## config.mk

```make
export PLATFORM = sky130hd
export DESIGN_NAME = pc_fetch_ctrl_flat
export DESIGN_NICKNAME = d
export VERILOG_FILES = /design/src/rtl/cpu_pkg.sv /design/src/rtl/pc_fetch_ctrl_if.sv /design/src/rtl/pc_fetch_ctrl_pc_incr.sv /design/src/rtl/pc_fetch_ctrl.sv /design/src/flat_wrapper.sv
export SDC_FILE = /design/constraint.sdc
export NUM_CORES = 1
export LEC_CHECK = 0
export BUFFER_PORTS_ARGS = -buffer_cell sky130_fd_sc_hd__buf_2
export CAP_MARGIN = 5
export CORE_ASPECT_RATIO = 0.75
export CORE_MARGIN = 2
export CORE_UTILIZATION = 48
export CTS_BUF_LIST = sky130_fd_sc_hd__clkbuf_4 sky130_fd_sc_hd__clkbuf_8
export CTS_CLUSTER_SIZE = 14
export DETAILED_ROUTE_END_ITERATION = 16
export PLACE_DENSITY = 0.85
export RECOVER_POWER = 25
export SLEW_MARGIN = 30
export SYNTH_ARGS = -nofsm -noshare
export SYNTH_HDL_FRONTEND = slang
export SYNTH_SLANG_ARGS = --single-unit
export TNS_END_PERCENT = 1
```

## constraint.sdc

```tcl
create_clock -name clk -period 1.65 [get_ports clk]
set_clock_uncertainty 0.15 [all_clocks]
set_input_delay 0.33 -clock clk [delete_from_list [all_inputs] [get_ports clk]]
set_output_delay 0.33 -clock clk [all_outputs]
set_load 0.02 [all_outputs]
```

## src/rtl/cpu_pkg.sv

```systemverilog
// Shared definitions for the fetch controller: FSM state encoding and parameter defaults.
package cpu_pkg;

    localparam int unsigned PC_W_DEF    = 8;
    localparam int unsigned INSTR_W_DEF = 16;
    localparam int unsigned PC_INCR_DEF = 4;
    localparam logic [7:0]  RESET_PC_DEF = 8'h00;

    typedef enum logic [1:0] {
        ST_IDLE    = 2'b00,
        ST_FETCH   = 2'b01,
        ST_DELIVER = 2'b10,
        ST_HALTED  = 2'b11
    } state_e;

endpackage

```

## src/rtl/pc_fetch_ctrl_if.sv

```systemverilog
// Bundle of instruction-memory, decode and control signals around the fetch controller.
interface pc_fetch_ctrl_if #(
    parameter int unsigned PC_W    = cpu_pkg::PC_W_DEF,
    parameter int unsigned INSTR_W = cpu_pkg::INSTR_W_DEF
);

    logic               imem_req;
    logic [PC_W-1:0]    imem_addr;
    logic               imem_ack;
    logic [INSTR_W-1:0] imem_rdata;
    logic               instr_valid;
    logic               instr_ready;
    logic [INSTR_W-1:0] instr;
    logic [PC_W-1:0]    instr_pc;
    logic               redirect_valid;
    logic [PC_W-1:0]    redirect_pc;
    logic               halt_req;
    logic               halted;

    // Controller side.
    modport master (
        output imem_req, imem_addr, instr_valid, instr, instr_pc, halted,
        input  imem_ack, imem_rdata, instr_ready, redirect_valid, redirect_pc, halt_req
    );

    // Memory / decode / control side.
    modport slave (
        input  imem_req, imem_addr, instr_valid, instr, instr_pc, halted,
        output imem_ack, imem_rdata, instr_ready, redirect_valid, redirect_pc, halt_req
    );

endinterface

```

## src/rtl/pc_fetch_ctrl_pc_incr.sv

```systemverilog
// Sequential PC step: PC_W-bit add with wrap, carry dropped.
module pc_incr
    import cpu_pkg::*;
#(
    parameter int unsigned PC_W    = PC_W_DEF,
    parameter int unsigned PC_INCR = PC_INCR_DEF
) (
    input  logic [PC_W-1:0] pc_i,
    output logic [PC_W-1:0] pc_next_o
);

    assign pc_next_o = pc_i + PC_W'(PC_INCR);

endmodule

```

## src/rtl/pc_fetch_ctrl.sv

```systemverilog
// Instruction fetch controller: request/ack memory fetch, valid/ready delivery to decode,
// with branch redirect and halt handling.
module pc_fetch_ctrl
    import cpu_pkg::*;
#(
    parameter int unsigned     PC_W     = PC_W_DEF,
    parameter int unsigned     INSTR_W  = INSTR_W_DEF,
    parameter logic [PC_W-1:0] RESET_PC = PC_W'(RESET_PC_DEF),
    parameter int unsigned     PC_INCR  = PC_INCR_DEF
) (
    input  logic            clk,
    input  logic            rst,
    pc_fetch_ctrl_if.master bus
);

    state_e             state_q;
    logic [PC_W-1:0]    pc_q;
    logic [PC_W-1:0]    target_q;
    logic [PC_W-1:0]    instr_pc_q;
    logic [INSTR_W-1:0] instr_q;
    logic               halt_pend_q;
    logic               redir_pend_q;
    logic [PC_W-1:0]    pc_inc;

    pc_incr #(
        .PC_W    (PC_W),
        .PC_INCR (PC_INCR)
    ) u_pc_incr (
        .pc_i      (pc_q),
        .pc_next_o (pc_inc)
    );

    always_ff @(posedge clk or posedge rst) begin
        if (rst) begin
            state_q      <= ST_IDLE;
            pc_q         <= RESET_PC;
            target_q     <= RESET_PC;
            instr_pc_q   <= '0;
            instr_q      <= '0;
            halt_pend_q  <= 1'b0;
            redir_pend_q <= 1'b0;
        end else begin
            if (bus.halt_req && (state_q != ST_HALTED)) begin
                halt_pend_q <= 1'b1;
            end
            case (state_q)
                ST_IDLE: begin
                    if (bus.redirect_valid) begin
                        pc_q <= bus.redirect_pc;
                    end
                    state_q <= ST_FETCH;
                end
                ST_FETCH: begin
                    // A redirect seen during the fetch kills the returning data.
                    if (bus.imem_ack) begin
                        if (redir_pend_q || bus.redirect_valid) begin
                            pc_q         <= bus.redirect_valid ? bus.redirect_pc : target_q;
                            redir_pend_q <= 1'b0;
                        end else begin
                            instr_q    <= bus.imem_rdata;
                            instr_pc_q <= pc_q;
                            state_q    <= ST_DELIVER;
                        end
                    end else if (bus.redirect_valid) begin
                        redir_pend_q <= 1'b1;
                        target_q     <= bus.redirect_pc;
                    end
                end
                ST_DELIVER: begin
                    if (bus.redirect_valid) begin
                        pc_q    <= bus.redirect_pc;
                        state_q <= ST_FETCH;
                    end else if (bus.instr_ready) begin
                        pc_q <= pc_inc;
                        if (halt_pend_q || bus.halt_req) begin
                            halt_pend_q <= 1'b0;
                            state_q     <= ST_HALTED;
                        end else begin
                            state_q <= ST_FETCH;
                        end
                    end
                end
                ST_HALTED: begin
                    if (bus.redirect_valid) begin
                        pc_q    <= bus.redirect_pc;
                        state_q <= ST_FETCH;
                    end
                end
                default: state_q <= ST_IDLE;
            endcase
        end
    end

    // Outputs decode straight from registered state, so reset takes effect without a clock.
    assign bus.imem_req    = (state_q == ST_FETCH);
    assign bus.imem_addr   = pc_q;
    assign bus.instr_valid = (state_q == ST_DELIVER);
    assign bus.instr       = instr_q;
    assign bus.instr_pc    = instr_pc_q;
    assign bus.halted      = (state_q == ST_HALTED);

endmodule

```

## src/flat_wrapper.sv

```systemverilog
// flat-port wrapper written by rule: the top's interface ports become plain ports
module pc_fetch_ctrl_flat import cpu_pkg::*;
#(
    parameter int unsigned     PC_W     = PC_W_DEF,
    parameter int unsigned     INSTR_W  = INSTR_W_DEF,
    parameter logic [PC_W-1:0] RESET_PC = PC_W'(RESET_PC_DEF),
    parameter int unsigned     PC_INCR  = PC_INCR_DEF
)
  (clk, rst, bus_imem_req, bus_imem_addr, bus_instr_valid, bus_instr, bus_instr_pc, bus_halted, bus_imem_ack, bus_imem_rdata, bus_instr_ready, bus_redirect_valid, bus_redirect_pc, bus_halt_req);
  pc_fetch_ctrl_if #(.PC_W(PC_W), .INSTR_W(INSTR_W)) bus_i ();
  input  logic clk;
  input  logic rst;
  output wire logic [$bits(bus_i.imem_req)-1:0] bus_imem_req;
  output wire logic [$bits(bus_i.imem_addr)-1:0] bus_imem_addr;
  output wire logic [$bits(bus_i.instr_valid)-1:0] bus_instr_valid;
  output wire logic [$bits(bus_i.instr)-1:0] bus_instr;
  output wire logic [$bits(bus_i.instr_pc)-1:0] bus_instr_pc;
  output wire logic [$bits(bus_i.halted)-1:0] bus_halted;
  input wire logic [$bits(bus_i.imem_ack)-1:0] bus_imem_ack;
  input wire logic [$bits(bus_i.imem_rdata)-1:0] bus_imem_rdata;
  input wire logic [$bits(bus_i.instr_ready)-1:0] bus_instr_ready;
  input wire logic [$bits(bus_i.redirect_valid)-1:0] bus_redirect_valid;
  input wire logic [$bits(bus_i.redirect_pc)-1:0] bus_redirect_pc;
  input wire logic [$bits(bus_i.halt_req)-1:0] bus_halt_req;
  assign bus_imem_req = bus_i.imem_req;
  assign bus_imem_addr = bus_i.imem_addr;
  assign bus_instr_valid = bus_i.instr_valid;
  assign bus_instr = bus_i.instr;
  assign bus_instr_pc = bus_i.instr_pc;
  assign bus_halted = bus_i.halted;
  assign bus_i.imem_ack = bus_imem_ack;
  assign bus_i.imem_rdata = bus_imem_rdata;
  assign bus_i.instr_ready = bus_instr_ready;
  assign bus_i.redirect_valid = bus_redirect_valid;
  assign bus_i.redirect_pc = bus_redirect_pc;
  assign bus_i.halt_req = bus_halt_req;
  pc_fetch_ctrl #(.PC_W(PC_W), .INSTR_W(INSTR_W), .RESET_PC(RESET_PC), .PC_INCR(PC_INCR)) u_core (.clk(clk), .rst(rst), .bus(bus_i));
endmodule
```

# == After elaboration in Yosys (flattened, before gate mapping) ==
# Index checks and enable logic that the tools add are counted.
# totals
reg_bits,44
latchBits,0
mem_bits_rw,0
romBits,0
input_bits,30
output_inout_bits,35
wordCells,54
memories,0
# op_classes
addsub,1
mul,0
n_div,0
order_cmp,0
eq_ne,11
shift,0
n_mux,22
bitwise_logic,2
reduce_logical,11
# ops
op,n
$mux 8,6
$pmux 8 s3,1
$mux 2,6
$ne 2x1->1 const B,5
$add 8x3->8 const B,1
$mux 1,8
$pmux 2 s4,1
$reduce_and 4->1,2
$reduce_and 3->1,2
$eq 2x2->1 const B,2
$ne 2x2->1 const B,2
$ne 3x1->1 const B,1
$eq 2x1->1 const B,1
$logic_not 2->1,1
$logic_or 1x1->1,2
$not 1->1,2
$reduce_and 2->1,1
$reduce_bool 2->1,1
$reduce_or 2->1,1
$logic_and 1x1->1,1

# == Logic depth before layout (Yosys ltp) ==
# logic_depth
word_depth,7
depth_mapped,7
ltp_nobuf,6

# == Cells and area by module ==
# From an unflattened synthesis, not the netlist that was laid out.
# hier_totals
hier_cells,165
hier_area_um2,2228.4
# modules_own_cells
module,n_inst,cells_per_inst,area_per_inst_um2,seq_area_each_um2
pc_fetch_ctrl,1,154,2135.8,1101.1
pc_incr,1,11,92.6,0.0

# == Worst setup path before layout ==
# No wires, ideal clock.
# synth_timing
kind,register to register
start,register u_core.state_q[0]
end,register u_core.pc_q[5] (netlist: u_core.bus.imem_addr[5])
setup_time_ns,0.121
arrival_time_ns,1.660
required_time_ns,1.379
slack_ns,-0.281
stages_incl_launch_ff,8
n_path_buf,1
period_less_slack_ns,1.931
cell_sequence,dfrtp_1 -> inv_1 -> ha_1 -> or3b_4 -> nand4_2 -> buf_6 -> a21oi_1 -> a22o_1
# synth_between
elab_cells_between_ends,11
cone_classes,eq/ne: 7; mux: 1; reduce/logical: 3
# synth_rtl
item,line,text
"start, declared",pc_fetch_ctrl.sv:16,state_e state_q;
"start signal, assigned",pc_fetch_ctrl.sv:35,state_q <= ST_IDLE;
"start signal, assigned",pc_fetch_ctrl.sv:51,state_q <= ST_FETCH;
"start signal, assigned",pc_fetch_ctrl.sv:62,state_q <= ST_DELIVER;
$eq 2x2->1 (*),n/a,
via bus_instr_valid,flat_wrapper.sv:15,output wire logic [$bits(bus_i.instr_valid)-1:0] bus_instr_valid;
$ne 3x1->1 (no line),n/a,
$reduce_and 4->1 (no line),n/a,
"end signal, assigned",pc_fetch_ctrl.sv:49,pc_q <= bus.redirect_pc;
"end signal, assigned",pc_fetch_ctrl.sv:57,pc_q <= bus.redirect_valid ? bus.redirect_pc : target_q;
"end signal, assigned",pc_fetch_ctrl.sv:71,pc_q <= bus.redirect_pc;
"end, declared",pc_fetch_ctrl.sv:17,logic [PC_W-1:0] pc_q;
# The timed path passes the listed nets; every way through them passes the cells marked *.
# A chain may end at the register's enable or synchronous reset.

# == Final worst setup path ==
# layout_timing
start,register u_core.state_q[0]
end,register u_core.pc_q[5] (netlist: u_core.bus.imem_addr[5])
# layout_between
elab_chain_len,4
elab_cells_between_ends,11
cone_classes,eq/ne: 7; mux: 1; reduce/logical: 3
# layout_rtl
item,line,text
$eq 2x2->1 / $logic_not 2->1 (equally long branches),pc_fetch_ctrl.sv:46,case (state_q)
$reduce_or 2->1 (no line),n/a,
$ne 2x1->1 (no line),n/a,
$reduce_and 4->1 (no line),n/a,
# Several ways; a longest one is shown, not always the timed one.

==> impl_metrics.yaml <==
outcome:
  status: "finished, violations left"
  violations: "setup timing"
floorplan:
  start_util_pct: 51.2
  core_sq_mm: 0.00415
  die_x_um: 80.9
  io_pins: 65
  row_count: 20
  die_y_um: 61.7
  fp.dieArea_sq_mm: 0.00499
drt:
  dr.pass1.iters: 4
  route.vias.total: 1720
  drt-vias-per-instance: 5.38
  drc_errors: 0
  ant_nets: 0
  wl_per_cell_um: 16.4
  dr.first_iter.drc_count: 105
  wl_um: 5260
place:
  gp_congestion: 0.859
  dpl.hpwl_um: 3770
  portBuffers: 64
yosys:
  syn_inst: 168
  synth-compound-area-share_pct: 10.9
  yosys.area_share.simple_pct: 7.18
  synth_top_area_share_pct: 51.8
  synth_area_sq_mm: 0.00213
  postSynthAreaPerCell_sq_um: 12.7
  netlist_top_cells_area: "dfrtp_1 52%, mux2_2 16%, mux2i_1 4.2%"
  ys_seq_area_share_pct: 51.8
  synth_top_family_by_area: "multiplexers"
  yosysMostFrequentCell: "dfrtp_1"
  synth_async_sr_flop_share_pct: 100
  yosys.area_share.adder_pct: 2.94
  synth_cell_types: 32
  synth_seq_cells: 44
  synth_fp_nets: 203
  synthTopCellsByCount: "44 x dfrtp_1, 31 x mux2_2, 11 x a21oi_1, 9 x mux2i_1, 8 x nand2_1"
  synth_largest_area_cell: "dfrtp_1"
  synth_ff_type: "dfrtp_1"
  synth_warnings: 0
  synth_edf_count: 0
  synthXorXnorAreaFrac_pct: 0.412
  muxShareOfSynthArea_pct: 22.4
timing:
  timing.final.crit_period_ps: 1830
  slew_violations: 0
  slew_headroom_pct: 65.3
  tightest_slew_ps: 518
  rsz0062_at_grt: "true"
  fin_crit_sh_pct: 111
  hold_viol: 0
  final.setup.worst_slack_ps: -178
  fmax_mhz: 547
  fin_tns_setup_ps: -2750
  finalSetupViolCount: 42
layout:
  layout.nets: 300
  register_area_sq_mm: 0.00110
  drive_above_1_share_pct: 59.6
  diodes: 0
  multi_input_area_sq_mm: 0.00102
  area_delta_synth_final_pct: 38.7
  fill_cells: 327
worst_setup_path:
  critPathLaunchType: "register"
  r2r_start: "u_core.state_q[0]"
  ff2ff_setup_slack_ps: -180
  critPathMaxFanout: 6
  cp.arrival_ps: 1860
  critical_path_required_ps: 1690
  crit_end: "u_core.bus.imem_addr[5]"
  cp-startpoint: "u_core.state_q[0]"
  end_kind: "register"
  path_class: "reg2reg"
  r2r_cells: 6
  r2r-end: "u_core.bus.imem_addr[5]"
clock_tree:
  clkTransAtPathRegs_ps: 80
  cts.sinks: 44
  clock_latency_ps: 290
  clockRootBuffer: "clkbuf_8"
  clk_path_buf_depth: 2
  cts_tree: "built"
  cts_made_buffers: 5
  htree_levels: 2
global_route:
  grt_overflow_total: 0
  antenna_found_initial: 0
  grt_usage_pct: 22.1
  grt_pass1_wl_um: 8110
  grt_pass1_vias: 1726
  grt_max_degree: 25
hold_path:
  hold_class: "in2reg"
  hp-start: "bus_instr_ready"
power:
  finalPower_uw: 6270
  p_per_area_mw_per_mm2: 2130
  leakage_uw: 0.00145
  ir_worst_vdd_mv: 1.17
job:
  cap_viol_max_count: 0
-- cells by family (layout without fill, tap and decap cells) --
group,Yosys count,in the layout
simple gates,27,27
compound gates,35,35
mux,43,43
xor+xnor,1,1
buf+inv,13,110
flops,44,44
fa+ha+maj,5,5
-- what timing repair did --
item / CTS / global route
cloned: 0 / 0
gates resized for setup: 16 / 2
pin swaps: 2 / 2
hold buffers: 1 / 0
setup endpoints to repair: 35 / 43
endpoints found under the hold margin: 13 / 0
setup buffers: 6 / 0
-- placed cells by master (no fill, tap or decap), types with 3 or more instances in the layout --
master	count
mux2_4	3
buf_2	63
a31o_2	4
ha_4	3
a22o_1	3
mux2_2	29
nor2_1	3
inv_2	4
o21ai_0	5
nand2b_1	4
nand2_1	8
dfrtp_1	44
clkbuf_8	5
mux2i_1	9
buf_4	29
a21oi_1	10
-- registers in the layout (all words and copies together) (netlist names) --
| signal | count |
|---|---|
| u_core.state_q | 2 |
| u_core.halt_pend_q | 1 |
| u_core.target_q | 8 |
| u_core.bus.imem_addr | 8 |
| u_core.bus.instr_pc | 8 |
| u_core.bus.instr | 16 |
| u_core.redir_pend_q | 1 |
-- layout make-up --
class | count | area share (%)
clock inverters | 2 | 2.04
inverters | 5 | 0.636
repair buffers | 98 | 20.8
well taps | 55 | 2.33
flip-flops and latches | 44 | 37.3
clock buffers | 5 | 2.33
multi-input cells | 111 | 34.6
-- worst max-delay path, cell delays in order (launching register included) --
cell,delay (ps)
dfrtp_1,410
buf_4,150
ha_4,170
or3b_4,250
nand4_4,110
a31o_2,250
a22o_1,230
-- through the flow --
step / setup WS, ps / cell area [sq um] / util, % / hold WS (ps) / instances
after global placement: -118 / 2720 / 65.6 / 183 / 306
after global routing: -225 / 2950 / 71.0 / 69.1 / 320
after floorplan: -144 / 2170 / - / 266 / 168
final: -178 / 2950 / 71.0 / 74.1 / 320
after detailed placement: -176 / 2720 / 65.6 / 187 / 306
after CTS: -159 / 2950 / 70.9 / 68.4 / 320
-- routing by layer --
metal  vias up  GRT usage [%]  share of wire (%)
met1       850           27.7                 42
met2        58           36.8                 50
met4         0           11.6                1.9
met5         -              0                  0
li1        801              -                  -
met3        11           4.84                5.9
-- power by group --
part | switching, uW | total, uW | internal [uW]
clock network | 356 | 952 | 596
registers | 304 | 1910 | 1600
logic | 1770 | 3420 | 1640
-- worst min-delay path by stage --
stage | cells after the start | to | slack, ps
floorplan | 1 | u_core.halt_pend_q | 270
global placement | 2 | u_core.bus.instr[5] | 180
detailed placement | 2 | u_core.bus.instr[5] | 190
CTS | 2 | u_core.halt_pend_q | 70
global route | 2 | u_core.halt_pend_q | 70
finish | 2 | u_core.halt_pend_q | 70
No activity file was read; power rests on OpenSTA's default activity.
